===== src/rtl/pipeline_hazard_ctrl_if.sv =====
// rtl/pipeline_hazard_ctrl_if.sv - hazard controller signal bundle
// Purpose: groups the pipeline-side hazard inputs and the controller outputs.
// Modports:
//   master - pipeline side.
//            Drives if_id_rs/rt, id_ex_rt, id_ex_mem_read, branch_taken and mem_busy.
//            Receives the enables, the flushes, state and the perf counters.
//   slave  - hazard controller side (the reverse directions).
interface pipeline_hazard_ctrl_if #(
  parameter int CNT_W = 16
);
  logic [4:0]       if_id_rs;
  logic [4:0]       if_id_rt;
  logic [4:0]       id_ex_rt;
  logic             id_ex_mem_read;
  logic             branch_taken;
  logic             mem_busy;
  logic             pc_write;
  logic             if_id_write;
  logic             ex_mem_write;
  logic             if_id_flush;
  logic             id_ex_flush;
  logic [1:0]       state;
  logic [CNT_W-1:0] stall_count;
  logic [CNT_W-1:0] flush_count;

  modport master (
    output if_id_rs, if_id_rt, id_ex_rt, id_ex_mem_read, branch_taken, mem_busy,
    input  pc_write, if_id_write, ex_mem_write, if_id_flush, id_ex_flush,
    input  state, stall_count, flush_count
  );

  modport slave (
    input  if_id_rs, if_id_rt, id_ex_rt, id_ex_mem_read, branch_taken, mem_busy,
    output pc_write, if_id_write, ex_mem_write, if_id_flush, id_ex_flush,
    output state, stall_count, flush_count
  );
endinterface


===== src/rtl/pipeline_hazard_ctrl.sv =====
// rtl/pipeline_hazard_ctrl.sv - stall/flush sequencer for the 5-stage pipeline
// Purpose: resolves data-memory freezes, taken-branch redirects and load-use hazards.
//          The priority is mem_busy > branch > load-use.
//          It drives the pipeline register enables and the bubble controls.
// Ports:
//   clock   - single clock; all state changes on posedge.
//   reset_n - asynchronous active-low reset.
//             While low: enables are 0 and both flushes are 1.
//   hz      - slave modport of pipeline_hazard_ctrl_if (hazard inputs, enables, flushes, state, counters).
// Parameters:
//   FLUSH_CYCLES - IF/ID flush cycles after a taken branch (1..7).
//   CNT_W        - width of the performance counters.
// Optional feature macro: PERF_CNT_EN.
//   Builds the saturating stall_count and flush_count counters.
//   Without it, both counters are tied to 0.
module pipeline_hazard_ctrl #(
  parameter int FLUSH_CYCLES = 1,
  parameter int CNT_W        = 16
) (
  input  logic                 clock,
  input  logic                 reset_n,
  pipeline_hazard_ctrl_if.slave hz
);

  typedef enum logic [1:0] {
    RUN      = 2'd0,
    MEM_WAIT = 2'd1,
    FLUSH    = 2'd2
  } state_e;

  localparam logic [2:0] RELOAD = 3'(FLUSH_CYCLES - 1);

  state_e     state_q, state_d, mode;
  logic [2:0] cnt_q, cnt_d;
  logic       pend_q, pend_d;
  logic       pc_w, ifid_w, exmem_w, ifid_fl, idex_fl;
  logic       load_use, branch_ev, legal_st;

  assign load_use  = hz.id_ex_mem_read && (hz.id_ex_rt != 5'd0) &&
                     ((hz.id_ex_rt == hz.if_id_rs) || (hz.id_ex_rt == hz.if_id_rt));
  assign branch_ev = hz.branch_taken || pend_q;
  assign legal_st  = (state_q == RUN) || (state_q == MEM_WAIT) || (state_q == FLUSH);

  always_ff @(posedge clock or negedge reset_n) begin
    if (!reset_n) begin
      state_q <= RUN;
      cnt_q   <= 3'd0;
      pend_q  <= 1'b0;
    end else begin
      state_q <= state_d;
      cnt_q   <= cnt_d;
      pend_q  <= pend_d;
    end
  end

  always_comb begin
    state_d = state_q;
    cnt_d   = cnt_q;
    pend_d  = pend_q;
    pc_w    = 1'b1;
    ifid_w  = 1'b1;
    exmem_w = 1'b1;
    ifid_fl = 1'b0;
    idex_fl = 1'b0;
    // The release cycle of MEM_WAIT behaves like the state that was frozen.
    // A non-zero cnt means a flush sequence was interrupted.
    mode = state_q;
    if (state_q == MEM_WAIT) mode = (cnt_q != 3'd0) ? FLUSH : RUN;

    if (hz.mem_busy && legal_st) begin
      pc_w    = 1'b0;
      ifid_w  = 1'b0;
      exmem_w = 1'b0;
      state_d = MEM_WAIT;
      // A branch during a freeze is remembered until the memory is released.
      if (hz.branch_taken) pend_d = 1'b1;
    end else begin
      case (mode)
        RUN: begin
          state_d = RUN;
          if (branch_ev) begin
            ifid_fl = 1'b1;
            idex_fl = 1'b1;
            pend_d  = 1'b0;
            if (RELOAD != 3'd0) begin
              state_d = FLUSH;
              cnt_d   = RELOAD;
            end
          end else if (load_use) begin
            pc_w    = 1'b0;
            ifid_w  = 1'b0;
            idex_fl = 1'b1;
          end
        end
        FLUSH: begin
          ifid_fl = 1'b1;
          if (branch_ev) begin
            idex_fl = 1'b1;
            pend_d  = 1'b0;
            cnt_d   = RELOAD;
            state_d = (RELOAD == 3'd0) ? RUN : FLUSH;
          end else if (cnt_q <= 3'd1) begin
            cnt_d   = 3'd0;
            state_d = RUN;
          end else begin
            cnt_d   = cnt_q - 3'd1;
            state_d = FLUSH;
          end
        end
        default: begin
          state_d = RUN;
          cnt_d   = 3'd0;
          pend_d  = 1'b0;
        end
      endcase
    end

    if (!reset_n) begin
      pc_w    = 1'b0;
      ifid_w  = 1'b0;
      exmem_w = 1'b0;
      ifid_fl = 1'b1;
      idex_fl = 1'b1;
    end
  end

  assign hz.pc_write     = pc_w;
  assign hz.if_id_write  = ifid_w;
  assign hz.ex_mem_write = exmem_w;
  assign hz.if_id_flush  = ifid_fl;
  assign hz.id_ex_flush  = idex_fl;
  assign hz.state        = state_q;

`ifdef PERF_CNT_EN
  localparam logic [CNT_W-1:0] ONE = {{(CNT_W-1){1'b0}}, 1'b1};
  logic [CNT_W-1:0] stall_q, flush_q;

  always_ff @(posedge clock or negedge reset_n) begin
    if (!reset_n) begin
      stall_q <= '0;
      flush_q <= '0;
    end else begin
      if (!pc_w && (stall_q != {CNT_W{1'b1}})) stall_q <= stall_q + ONE;
      if (ifid_fl && (flush_q != {CNT_W{1'b1}})) flush_q <= flush_q + ONE;
    end
  end

  assign hz.stall_count = stall_q;
  assign hz.flush_count = flush_q;
`else
  assign hz.stall_count = {CNT_W{1'b0}};
  assign hz.flush_count = {CNT_W{1'b0}};
`endif

endmodule


===== src/flat_wrapper.sv =====
// flat-port wrapper written by rule: the top's interface ports become plain ports
module pipeline_hazard_ctrl_flat 
#(
  parameter int FLUSH_CYCLES = 1,
  parameter int CNT_W        = 16
)
  (clock, reset_n, hz_if_id_rs, hz_if_id_rt, hz_id_ex_rt, hz_id_ex_mem_read, hz_branch_taken, hz_mem_busy, hz_pc_write, hz_if_id_write, hz_ex_mem_write, hz_if_id_flush, hz_id_ex_flush, hz_state, hz_stall_count, hz_flush_count);
  pipeline_hazard_ctrl_if #(.CNT_W(CNT_W)) hz_i ();
  input  logic clock;
  input  logic reset_n;
  input wire logic [$bits(hz_i.if_id_rs)-1:0] hz_if_id_rs;
  input wire logic [$bits(hz_i.if_id_rt)-1:0] hz_if_id_rt;
  input wire logic [$bits(hz_i.id_ex_rt)-1:0] hz_id_ex_rt;
  input wire logic [$bits(hz_i.id_ex_mem_read)-1:0] hz_id_ex_mem_read;
  input wire logic [$bits(hz_i.branch_taken)-1:0] hz_branch_taken;
  input wire logic [$bits(hz_i.mem_busy)-1:0] hz_mem_busy;
  output wire logic [$bits(hz_i.pc_write)-1:0] hz_pc_write;
  output wire logic [$bits(hz_i.if_id_write)-1:0] hz_if_id_write;
  output wire logic [$bits(hz_i.ex_mem_write)-1:0] hz_ex_mem_write;
  output wire logic [$bits(hz_i.if_id_flush)-1:0] hz_if_id_flush;
  output wire logic [$bits(hz_i.id_ex_flush)-1:0] hz_id_ex_flush;
  output wire logic [$bits(hz_i.state)-1:0] hz_state;
  output wire logic [$bits(hz_i.stall_count)-1:0] hz_stall_count;
  output wire logic [$bits(hz_i.flush_count)-1:0] hz_flush_count;
  assign hz_i.if_id_rs = hz_if_id_rs;
  assign hz_i.if_id_rt = hz_if_id_rt;
  assign hz_i.id_ex_rt = hz_id_ex_rt;
  assign hz_i.id_ex_mem_read = hz_id_ex_mem_read;
  assign hz_i.branch_taken = hz_branch_taken;
  assign hz_i.mem_busy = hz_mem_busy;
  assign hz_pc_write = hz_i.pc_write;
  assign hz_if_id_write = hz_i.if_id_write;
  assign hz_ex_mem_write = hz_i.ex_mem_write;
  assign hz_if_id_flush = hz_i.if_id_flush;
  assign hz_id_ex_flush = hz_i.id_ex_flush;
  assign hz_state = hz_i.state;
  assign hz_stall_count = hz_i.stall_count;
  assign hz_flush_count = hz_i.flush_count;
  pipeline_hazard_ctrl #(.FLUSH_CYCLES(FLUSH_CYCLES), .CNT_W(CNT_W)) u_core (.clock(clock), .reset_n(reset_n), .hz(hz_i));
endmodule

===== config.mk =====
export PLATFORM = sky130hd
export DESIGN_NAME = pipeline_hazard_ctrl_flat
export DESIGN_NICKNAME = d
export VERILOG_FILES = /design/src/rtl/pipeline_hazard_ctrl_if.sv /design/src/rtl/pipeline_hazard_ctrl.sv /design/src/flat_wrapper.sv
export SDC_FILE = /design/constraint.sdc
export NUM_CORES = 1
export LEC_CHECK = 0
export ABC_AREA = 1
export BUFFER_PORTS_ARGS = -buffer_cell sky130_fd_sc_hd__buf_2
export CORE_MARGIN = 8
export CORE_UTILIZATION = 30
export CTS_CLUSTER_SIZE = 28
export DETAILED_ROUTE_END_ITERATION = 12
export PLACE_DENSITY = 0.68
export SKIP_CTS_REPAIR_TIMING = 1
export SYNTH_ARGS = -nofsm -noshare
export SYNTH_HDL_FRONTEND = slang
export SYNTH_SLANG_ARGS = --single-unit

===== constraint.sdc =====
create_clock -name clock -period 2.13 [get_ports clock]
set_input_delay 0.1065 -clock clock [delete_from_list [all_inputs] [get_ports clock]]
set_output_delay 0.1065 -clock clock [all_outputs]
set_load 0.01 [all_outputs]

After elaboration in Yosys (flattened, before gate mapping)
Cells that the tools add are included.

storage, ports and cells
  bits of input ports = 20
  output and inout bits = 39
  word-level logic and storage cells = 57
  flip-flop bits (word level) = 6

operators by class
  reductions and logical operators = 14
  multiplexer cells = 29
  bitwise gates (word level) = 2
  eq/ne operators = 7
  order comparisons = 1
  add/sub/neg operators = 1

operators with widths
  kind                 number
  $mux 1               18
  $mux 2               6
  $eq 5x5->1           2
  $mux 3               2
  $pmux 3 s2           1
  $reduce_bool 5->1    1
  $eq 2x2->1 const B   2
  $logic_not 2->1      2
  $logic_or 1x1->1     4
  $pmux 1 s2           2
  $reduce_and 2->1     2
  $le 3x1->1 const B   1
  $logic_and 1x1->1    3
  $ne 3x1->1 const B   1
  $reduce_bool 3->1    1
  $sub 3x1->3 const B  1
  $eq 2x1->1 const B   1
  $ne 2x2->1 const B   1
  $not 1->1            2
  $reduce_or 2->1      1

Longest topological paths before layout
Gate-level depths: netlist (run 1).

  depth in word-level cells = 8
  depth in mapped cells = 11
  mapped depth without buffers = 11

Least setup slack after synthesis (run 1)
OpenSTA, ideal clock, no wires.

  path type = flip-flop to output port
  start = reg u_core.cnt_q[0]
  end = out hz_pc_write
  buffers on the path = 1
  data required time = 2.024 ns
  arrival = 1.275 ns
  stages on the path, launching flop included = 11
  slack = 0.749 ns
  path through = dfrtp_1 inv_1 ha_1 nand2_1 nand2_1 nand2_2 nor2_1 nand3_1 nand2_1 inv_1 buf_4

on the way
  word-level cells in the longest chain between the ends = 7

ends and longest elaborated chain
  element                 RTL line                    RTL
  from (decl)             pipeline_hazard_ctrl.sv:34  logic [2:0] cnt_q, cnt_d;
  from (signal assigned)  pipeline_hazard_ctrl.sv:51  cnt_q <= cnt_d;
  $reduce_bool 3->1       pipeline_hazard_ctrl.sv:68  if (state_q == MEM_WAIT) mode = (cnt_q != 3'd0) ? FLUSH : RUN;
  $mux 2 (2 in series)    pipeline_hazard_ctrl.sv:68
  $logic_not 2->1         n/a
  $mux 1 (3 in series)    n/a
  to (decl)               flat_wrapper.sv:17          output wire logic [$bits(hz_i.pc_write)-1:0] hz_pc_write;

No other way between the ends.

Worst setup path after layout (run 1)
  start = reg u_core.cnt_q[0]
  end = out hz_if_id_flush

on the way
  word-level cells in the longest chain between the ends = 7
  elaborated cells between the ends (all ways) = 8
  classes of those cells = eq/ne (1); mux (5); reduce/logical (2)

ends and longest elaborated chain
  element                                        RTL line                     RTL
  $reduce_bool 3->1 *                            pipeline_hazard_ctrl.sv:68
  $mux 2 * (2 in series)                         pipeline_hazard_ctrl.sv:68
  $eq 2x2->1 or $logic_not 2->1 (tied branches)  pipeline_hazard_ctrl.sv:78   case (mode)
  $pmux 1 s2 *                                   pipeline_hazard_ctrl.sv:78
  $mux 1 *                                       pipeline_hazard_ctrl.sv:70   if (hz.mem_busy && legal_st) begin
  $mux 1 *                                       pipeline_hazard_ctrl.sv:118  if (!reset_n) begin
  to (decl)                                      flat_wrapper.sv:20           output wire logic [$bits(hz_i.if_id_flush)-1:0] hz_if_id_flush;

Every way passes the cells marked *; elsewhere a longest branch is shown, timed or not.

==> run_results.csv, run 1 <==
group,metric,value,unit
setup_path,cp.arrival,1580,ps
floorplanning,dieArea,4750,sq um
synth,syn_inst,133,
synth,avgSynthCellArea,6.32,sq um
placement,placed_cell_area,878,sq um
drt,dr.pass1.iters,4,
job,drv_cap,0,
global_routing,antenna_found_initial,0,
drt,vias,712,
setup_path,cp_cell_sequence,"inv_1, ha_1, nand2_1, nand2_1, nand2_2, nor2_1, o31ai_1, buf_2",
global_routing,grt_max_degree,10,
drt,wl_per_cell,8.93,microns
drt,routed_wl,1.71,mm
clocking,cts_root_buf,"clkbuf_4",
finish,final_area,911,sq um
finish,post-route-util,33.6,%
min_path,hp-class,"in -> reg",
drt,drt_iter0_drc,22,
clocking,clk_pin_slew,40,ps
power,ir_drop,0.430,mV
setup_path,crit_buf_inv,2,
synth,yosysTopAreaCell,"buf_4",
setup_path,crit_slowest_cell,"dfrtp_1",
finish,layout_commonest_cell,"nand2_1",
setup_path,slowest_delay,340,ps
global_routing,overflow,0,
floorplanning,rows,19,
sta,period_share,79.0,%
sta,hold_viol_final,0,
setup_path,path_common_cell,"nand2_1",
setup_path,cp_top_family,"flip-flops",
sta,fin_tns_setup,0,ps
finish,fill_cells,310,
finish,nets,186,
sta,clock_skew,2.13,ps
power,total_power,0.000486,W
setup_path,crit_path_end_kind,"output port",
drt,vias_per_cell,3.71,
synth,yosysWarnings,0,
setup_path,cp-start-kind,"flop",
setup_path,required,2020,ps
sta,hold_slack,156,ps
clocking,clock-sinks,6,
placement,io_buffers,26,
sta,rsz0062_at_grt,"false",
floorplanning,ios,59,
floorplanning,start_util,31.0,%
clocking,cts_max_level,1,
sta,fmax,594,MHz
finish,drive_gt1_share,22.4,%
global_routing,grt_pass1_wl,2.72,mm
synth,mappedNetlistArea,841,sq um
sta,drv_slew,0,
floorplanning,die-height,68.9,microns
clocking,cts_buffer_depth,2,
placement,gp_congestion,0.809,
synth,ys_ff_latch,6,
power,cellLeakagePower,0.606,nW
drt,route.detailed.drc,0,
finish,layout_common_cells,"nand2_1, conb_1, buf_2",
placement,hpwlAfterDp,1.60,mm
setup_path,worst-r2r-setup-slack,720,ps
finish,antenna_cells,0,
sta,fin_crit,1680,ps
power,power-per-cell-area,533,nW/um^2
setup_path,path_class,"reg -> out",
drt,antenna_left,0,
clocking,insertion_delay,230,ps
global_routing,grt_pass1_vias,703,
finish,area_growth,8.33,%
clocking,cts_buffers,3,
run_status,status,"finished, final reports clean",
clocking,cts_tree,"yes",
floorplanning,core_area,2710,sq um
floorplanning,chipWidth,68.9,microns
synth,synth.top_cell.area_share,29.5,%
synth,yosysSeqAreaShare,17.9,%
sta,finalSetupViolations,0,
global_routing,track_usage,7.18,%
setup_path,critical_path_peak_fanout,5,
synth,synthTopCellsByArea,"buf_4, dfrtp_1, nand2_1",
synth,synth_cell_type_count,23,
per-stage QoR:
stage | std cells | setup slack (ps)
6_report | 192 | 448
5_1_grt | 192 | 269
4_1_cts | 191 | 442
3_5_place_dp | 188 | 698
3_3_place_gp | 188 | 718
2_1_floorplan | 164 | 749
layer usage:
layer / global-route usage (%) / share of wire, % / vias to the layer above
li1: - / - / 388
met1: 8.17 / 39 / 296
met2: 12.5 / 49 / 28
met3: 3.07 / 12 / 0
met4: 0.752 / 0 / 0
met5: 0 / 0 / -
sequential cells by signal (all words and copies together), names as in the netlist:
name             count
u_core.cnt_q         3
u_core.hz.state      2
u_core.pend_q        1
cell families after synthesis:
family,Yosys count,share of synthesized area (%)
adder cells (fa/ha/maj),3,4.46
AND/OR/NAND/NOR,54,27.2
flip-flops,6,17.9
buffers and inverters,59,41.1
AO/OA/AOI/OAI,8,6.85
XOR/XNOR,2,2.08
other,1,0.446
cell usage after synthesis, drive strengths merged:
cell	n
conb	1
o31ai	1
a21oi	1
nand2	35
or2	1
o21ai	3
ha	3
o22ai	1
a22oi	1
xnor2	2
buf	33
nand4	1
nor2	12
nand3	5
clkinv	1
inv	25
o211ai	1
dfrtp	6
worst reg2reg max path, cell delays in order, from the launching register on:
cell and delay (ps):
dfrtp_1 370, inv_1 160, ha_1 170, nand2_1 50, nand2_1 60, nand2_2 60, nand2_1 100, clkinv_1 140
nand3_1 90, a22oi_1 80
cell type report:
type,count,area (sq um),area share (%)
Timing Repair Buffer,27,140,15.4
Inverter,26,97.6,10.7
Clock buffer,3,22.5,2.47
Multi-Input combinational cell,99,462,50.7
Sequential cell,6,150,16.5
Tap cell,31,38.8,4.26
power breakdown:
group	switching, W	internal, W	leakage (nW)	total, W
clock	0.0000331	0.0000632	0.0138	0.0000963
sequential	0.0000122	0.000137	0.0782	0.000149
combinational	0.000156	0.0000844	0.514	0.000240
worst paths after layout:
kind	endpoint	cells past startpoint	start
hold reg to reg	u_core.pend_q$_DFFE_PN0P_	2	u_core.pend_q$_DFFE_PN0P_
hold / removal	u_core.pend_q$_DFFE_PN0P_	3	hz_branch_taken
min in group asynchronous	u_core.cnt_q[2]$_DFFE_PN0P_	2	reset_n
max in group asynchronous	u_core.pend_q$_DFFE_PN0P_	2	reset_n
setup / recovery	hz_if_id_flush	8	u_core.cnt_q[0]$_DFFE_PN0P_
setup reg to reg	u_core.cnt_q[2]$_DFFE_PN0P_	9	u_core.cnt_q[0]$_DFFE_PN0P_
(Power assumes the default switching activity.)
==> inputs of run 2 (changes only) <==
--- a/config.mk
+++ b/config.mk
@@ -11,7 +11,7 @@
 export CORE_UTILIZATION = 30
 export CTS_CLUSTER_SIZE = 28
 export DETAILED_ROUTE_END_ITERATION = 12
-export PLACE_DENSITY = 0.68
+export PLACE_DENSITY = 0.7
 export SKIP_CTS_REPAIR_TIMING = 1
 export SYNTH_ARGS = -nofsm -noshare
 export SYNTH_HDL_FRONTEND = slang
==> constraint.sdc (replaced) <==
create_clock -name clock -period 1.4 [get_ports clock]
set_input_delay 0.07 -clock clock [delete_from_list [all_inputs] [get_ports clock]]
set_output_delay 0.07 -clock clock [all_outputs]
set_load 0.01 [all_outputs]
==> run 2 against run 1 <==
Against the previous run: the run now ends with setup timing left; sequential cell count is the same; highest routed layer unchanged; first-iteration DRC count shrank 41%; via count rose by 4.8%; critical path type unchanged.
==> run_results.csv, run 2 (synthesized netlist as in run 1, its figures left out) <==
group,metric,value,unit
sta,clock_skew,3.40,ps
finish,largest_register,"u_core.cnt_q",
drt,wl_per_cell,9.47,microns
clocking,cts_buffer_depth,2,
global_routing,grt_pass1_wl,2.75,mm
global_routing,overflow,0,
floorplanning,start_util,31.0,%
placement,io_buffers,26,
power,cellLeakagePower,0.640,nW
sta,finalSetupViolations,5,
setup_path,crit_path_end_kind,"output port",
floorplanning,dieArea,4750,sq um
finish,largest_register_ffs,3,
power,pwr-share-seq,25.9,%
clocking,cts_buffers,3,
global_routing,grt_pass1_vias,699,
finish,layout.cells.non_filler,197,
run_status,violations,"setup timing",
floorplanning,ios,59,
floorplanning,rows,19,
global_routing,grt_max_degree,10,
placement,dp.cells,191,
setup_path,required,1330,ps
drt,drt_iter0_drc,13,
clocking,insertion_delay,230,ps
drt,routed_wl,1.87,mm
clocking,cts_max_level,1,
min_path,hp-class,"in -> reg",
clocking,cts_root_buf,"clkbuf_4",
finish,layout_common_cells,"conb_1, nand2_1, buf_2",
sta,rsz0062_at_grt,"true",
sta,worst_slack,-86.2,ps
finish,layout_commonest_cell,"conb_1",
global_routing,track_usage,7.30,%
sta,fin_tns_setup,-356,ps
floorplanning,die-height,68.9,microns
setup_path,cp-start-kind,"flop",
power,clkPwrFrac,16.7,%
sta,fin_crit,1490,ps
global_routing,antenna_found_initial,0,
finish,area_growth,19.9,%
drt,route.detailed.drc,0,
setup_path,cp.arrival,1420,ps
job,drv_cap,0,
drt,vias,746,
sta,hold_viol_final,0,
power,sw_frac_of_total,41.3,%
power,p_sw,0.000369,W
floorplanning,core_area,2710,sq um
setup_path,critical_path_peak_fanout,3,
sta,drv_slew,0,
finish,drive_gt1_share,31.9,%
floorplanning,chipWidth,68.9,microns
setup_path,path_class,"reg -> out",
run_status,status,"finished, violations left",
finish,antenna_cells,0,
placement,hpwlAfterDp,1.66,mm
sta,period_share,106,%
drt,vias_per_cell,3.79,
clocking,cts_tree,"yes",
clocking,clk_pin_slew,40,ps
drt,antenna_left,0,
power,intPower,0.000523,W
sta,fmax,673,MHz
power,ir_drop,0.812,mV
clocking,clock-sinks,6,
power,power-per-cell-area,885,nW/um^2
placement,dp_slack,66.6,ps
placement,gp_congestion,0.832,
power,p_comb_share,57.4,%
finish,nets,191,
drt,dr.pass1.iters,5,
==> run 2: power by group through the flow <==
stage                     Sequential, W  Clock (W)  Combinational (W)
after global routing           0.000236   0.000169           0.000590
after CTS                      0.000227   0.000156           0.000398
after floorplan                0.000228          0           0.000337
after global placement         0.000230          0           0.000390
final                          0.000231   0.000149           0.000512
after detailed placement       0.000229          0           0.000395
==> run 2: path summary, 6_finish.rpt <==
kind	start	cells after the start	end	slack [ps]
max in group asynchronous	reset_n	2	u_core.hz.state[0]$_DFF_PN0_	1000
min in group asynchronous	reset_n	2	u_core.cnt_q[0]$_DFFE_PN0P_	220
worst max register to register	u_core.cnt_q[0]$_DFFE_PN0P_	12	u_core.cnt_q[0]$_DFFE_PN0P_	-40
worst min register to register	u_core.cnt_q[2]$_DFFE_PN0P_	2	u_core.cnt_q[2]$_DFFE_PN0P_	620
worst max-delay path	u_core.cnt_q[0]$_DFFE_PN0P_	10	hz_if_id_write	-90
worst min-delay path	hz_mem_busy	3	u_core.pend_q$_DFFE_PN0P_	190
==> run 2: area by class of cell <==
class / count / area (sq um)
Multi-Input combinational cell: 99 / 509
Inverter: 26 / 97.6
Sequential cell: 6 / 150
Fill cell: 286 / 1700
Clock buffer: 3 / 22.5
Timing Repair Buffer: 32 / 190
Tap cell: 31 / 38.8
==> run 2: per-stage QoR <==
stage	utilization, %	hold slack, ps	total power [W]	cell area [sq um]
final	37.2	191	0.000892	1010
after global routing	37.2	210	0.000995	1010
after CTS	34.1	-334	0.000781	923
after detailed placement	33.2	-78.7	0.000624	901
after global placement	33.2	-77.3	0.000620	901
after floorplan	-	-226	0.000566	957
==> run 2: routing by layer <==
layer,global-route usage [%],part of all wire [%],up-vias
met2,12.8,51,33
li1,-,-,395
met5,0,0,-
met3,2.75,10,0
met1,8.53,39,318
met4,0.752,0,0
==> run 2: worst max-delay path, stage by stage, from the launching register on <==
cell and delay (ps):
dfrtp_1 380, inv_2 80, ha_4 120, nand2_2 50, nand2_2 70, nand2_4 70
nor2_4 120, nand3_2 70, nand2_2 80, inv_2 40, buf_6 110
==> inputs of run 3 (changes only) <==
--- a/config.mk
+++ b/config.mk
@@ -13,6 +13,7 @@
 export DETAILED_ROUTE_END_ITERATION = 12
 export PLACE_DENSITY = 0.7
 export SKIP_CTS_REPAIR_TIMING = 1
+export SKIP_LAST_GASP = 1
 export SYNTH_ARGS = -nofsm -noshare
 export SYNTH_HDL_FRONTEND = slang
 export SYNTH_SLANG_ARGS = --single-unit
==> run 3 against run 2 <==
Against the previous run: the flow still finishes with violations (setup timing); core utilization is the same; first-iteration DRC count is the same; clock power is essentially flat; final cell count is the same; global-route usage is the same; critical path depth is the same; setup slack is the same; via count is the same; sequential cell count is the same; critical path type unchanged; largest power group unchanged.
==> run_results.csv, run 3 (synthesized netlist as in run 1, its figures left out) <==
group,metric,value,unit
job,drv_cap,0,
run_status,violations,"setup timing",
placement,gp_congestion,0.832,
finish,fill_cells,286,
power,sw_frac_of_total,41.3,%
finish,area_growth,19.9,%
sta,rsz0062_at_grt,"true",
finish,layout_commonest_cell,"conb_1",
power,power-per-cell-area,885,nW/um^2
placement,hpwlAfterDp,1.66,mm
drt,route.detailed.drc,0,
finish,post-route-util,37.2,%
finish,nets,191,
setup_path,cp.arrival,1420,ps
drt,vias,746,
sta,fin_crit,1490,ps
finish,antenna_cells,0,
floorplanning,chipWidth,68.9,microns
finish,largest_register,"u_core.cnt_q",
clocking,clock-sinks,6,
power,p_comb_share,57.4,%
finish,layout.cells.non_filler,197,
sta,period_share,106,%
placement,io_buffers,26,
floorplanning,die-height,68.9,microns
placement,dp.cells,191,
floorplanning,core_area,2710,sq um
floorplanning,start_util,31.0,%
clocking,clk_pin_slew,40,ps
power,cellLeakagePower,0.640,nW
setup_path,path_class,"reg -> out",
sta,fmax,673,MHz
power,pwr-share-seq,25.9,%
finish,layout_common_cells,"conb_1, nand2_1, buf_2",
drt,dr.pass1.iters,5,
setup_path,crit_path_end_kind,"output port",
setup_path,critical_path_peak_fanout,3,
clocking,insertion_delay,230,ps
drt,drt_iter0_drc,13,
clocking,cts_buffer_depth,2,
drt,vias_per_cell,3.79,
sta,worst_slack,-86.2,ps
global_routing,grt_pass1_vias,699,
sta,hold_viol_final,0,
drt,antenna_left,0,
global_routing,track_usage,7.30,%
sta,finalSetupViolations,5,
finish,largest_register_ffs,3,
global_routing,grt_pass1_wl,2.75,mm
sta,drv_slew,0,
global_routing,antenna_found_initial,0,
setup_path,required,1330,ps
power,intPower,0.000523,W
power,p_sw,0.000369,W
clocking,cts_tree,"yes",
finish,drive_gt1_share,31.9,%
clocking,cts_buffers,3,
sta,clock_skew,3.40,ps
floorplanning,rows,19,
run_status,status,"finished, violations left",
power,ir_drop,0.812,mV
power,clkPwrFrac,16.7,%
global_routing,overflow,0,
floorplanning,dieArea,4750,sq um
clocking,cts_max_level,1,
clocking,cts_root_buf,"clkbuf_4",
setup_path,cp-start-kind,"flop",
drt,routed_wl,1.87,mm
min_path,hp-class,"in -> reg",
floorplanning,ios,59,
drt,wl_per_cell,9.47,microns
global_routing,grt_max_degree,10,
## run 3: cell counts in the layout (fill, tap and decap cells not counted)
Identical to the previous run, type by type.
## run 3: through the flow
stage | hold WS, ps | instance area, sq um | power [W] | TNS, ps | setup WS (ps)
after detailed placement | -78.7 | 901 | 0.000624 | 0 | 66.6
after global routing | 210 | 1010 | 0.000995 | -980 | -203
after CTS | -334 | 923 | 0.000781 | -601 | -193
final | 191 | 1010 | 0.000892 | -356 | -86.2
after global placement | -77.3 | 901 | 0.000620 | 0 | 61.3
after floorplan | -226 | 957 | 0.000566 | 0 | 55.3
## run 3: critical path, cell delays in order (launching register included)
cell and delay (ps):
dfrtp_1 380, inv_2 80, ha_4 120, nand2_2 50, nand2_2 70, nand2_4 70
nor2_4 120, nand3_2 70, nand2_2 80, inv_2 40, buf_6 110
## run 3: worst paths after layout
path	startpoint	endpoint	slack, ps	cells after the start
max	u_core.cnt_q[0]$_DFFE_PN0P_	hz_if_id_write	-90	10
min	hz_mem_busy	u_core.pend_q$_DFFE_PN0P_	190	3
max reg2reg	u_core.cnt_q[0]$_DFFE_PN0P_	u_core.cnt_q[0]$_DFFE_PN0P_	-40	12
min reg2reg	u_core.cnt_q[2]$_DFFE_PN0P_	u_core.cnt_q[2]$_DFFE_PN0P_	620	2
max in group asynchronous	reset_n	u_core.hz.state[0]$_DFF_PN0_	1000	2
min in group asynchronous	reset_n	u_core.cnt_q[0]$_DFFE_PN0P_	220	2
## run 3: area by class of cell
cell class	instances	area (sq um)	area share, %
well taps	31	38.8	3.85
clock buffers	3	22.5	2.23
inverters	26	97.6	9.68
multi-input cells	99	509	50.5
repair buffers	32	190	18.9
flip-flops and latches	6	150	14.9
## run 3: power groups by stage
stage | Clock (W) | Combinational, W | Sequential [W]
floorplan | 0 | 0.000337 | 0.000228
global placement | 0 | 0.000390 | 0.000230
detailed placement | 0 | 0.000395 | 0.000229
CTS | 0.000156 | 0.000398 | 0.000227
global route | 0.000169 | 0.000590 | 0.000236
finish | 0.000149 | 0.000512 | 0.000231
## run 3: metal layers
layer | GRT usage (%) | share of wire, % | up-vias
li1 | - | - | 395
met4 | 0.752 | 0 | 0
met1 | 8.53 | 39 | 318
met3 | 2.75 | 10 | 0
met2 | 12.8 | 51 | 33
met5 | 0 | 0 | -
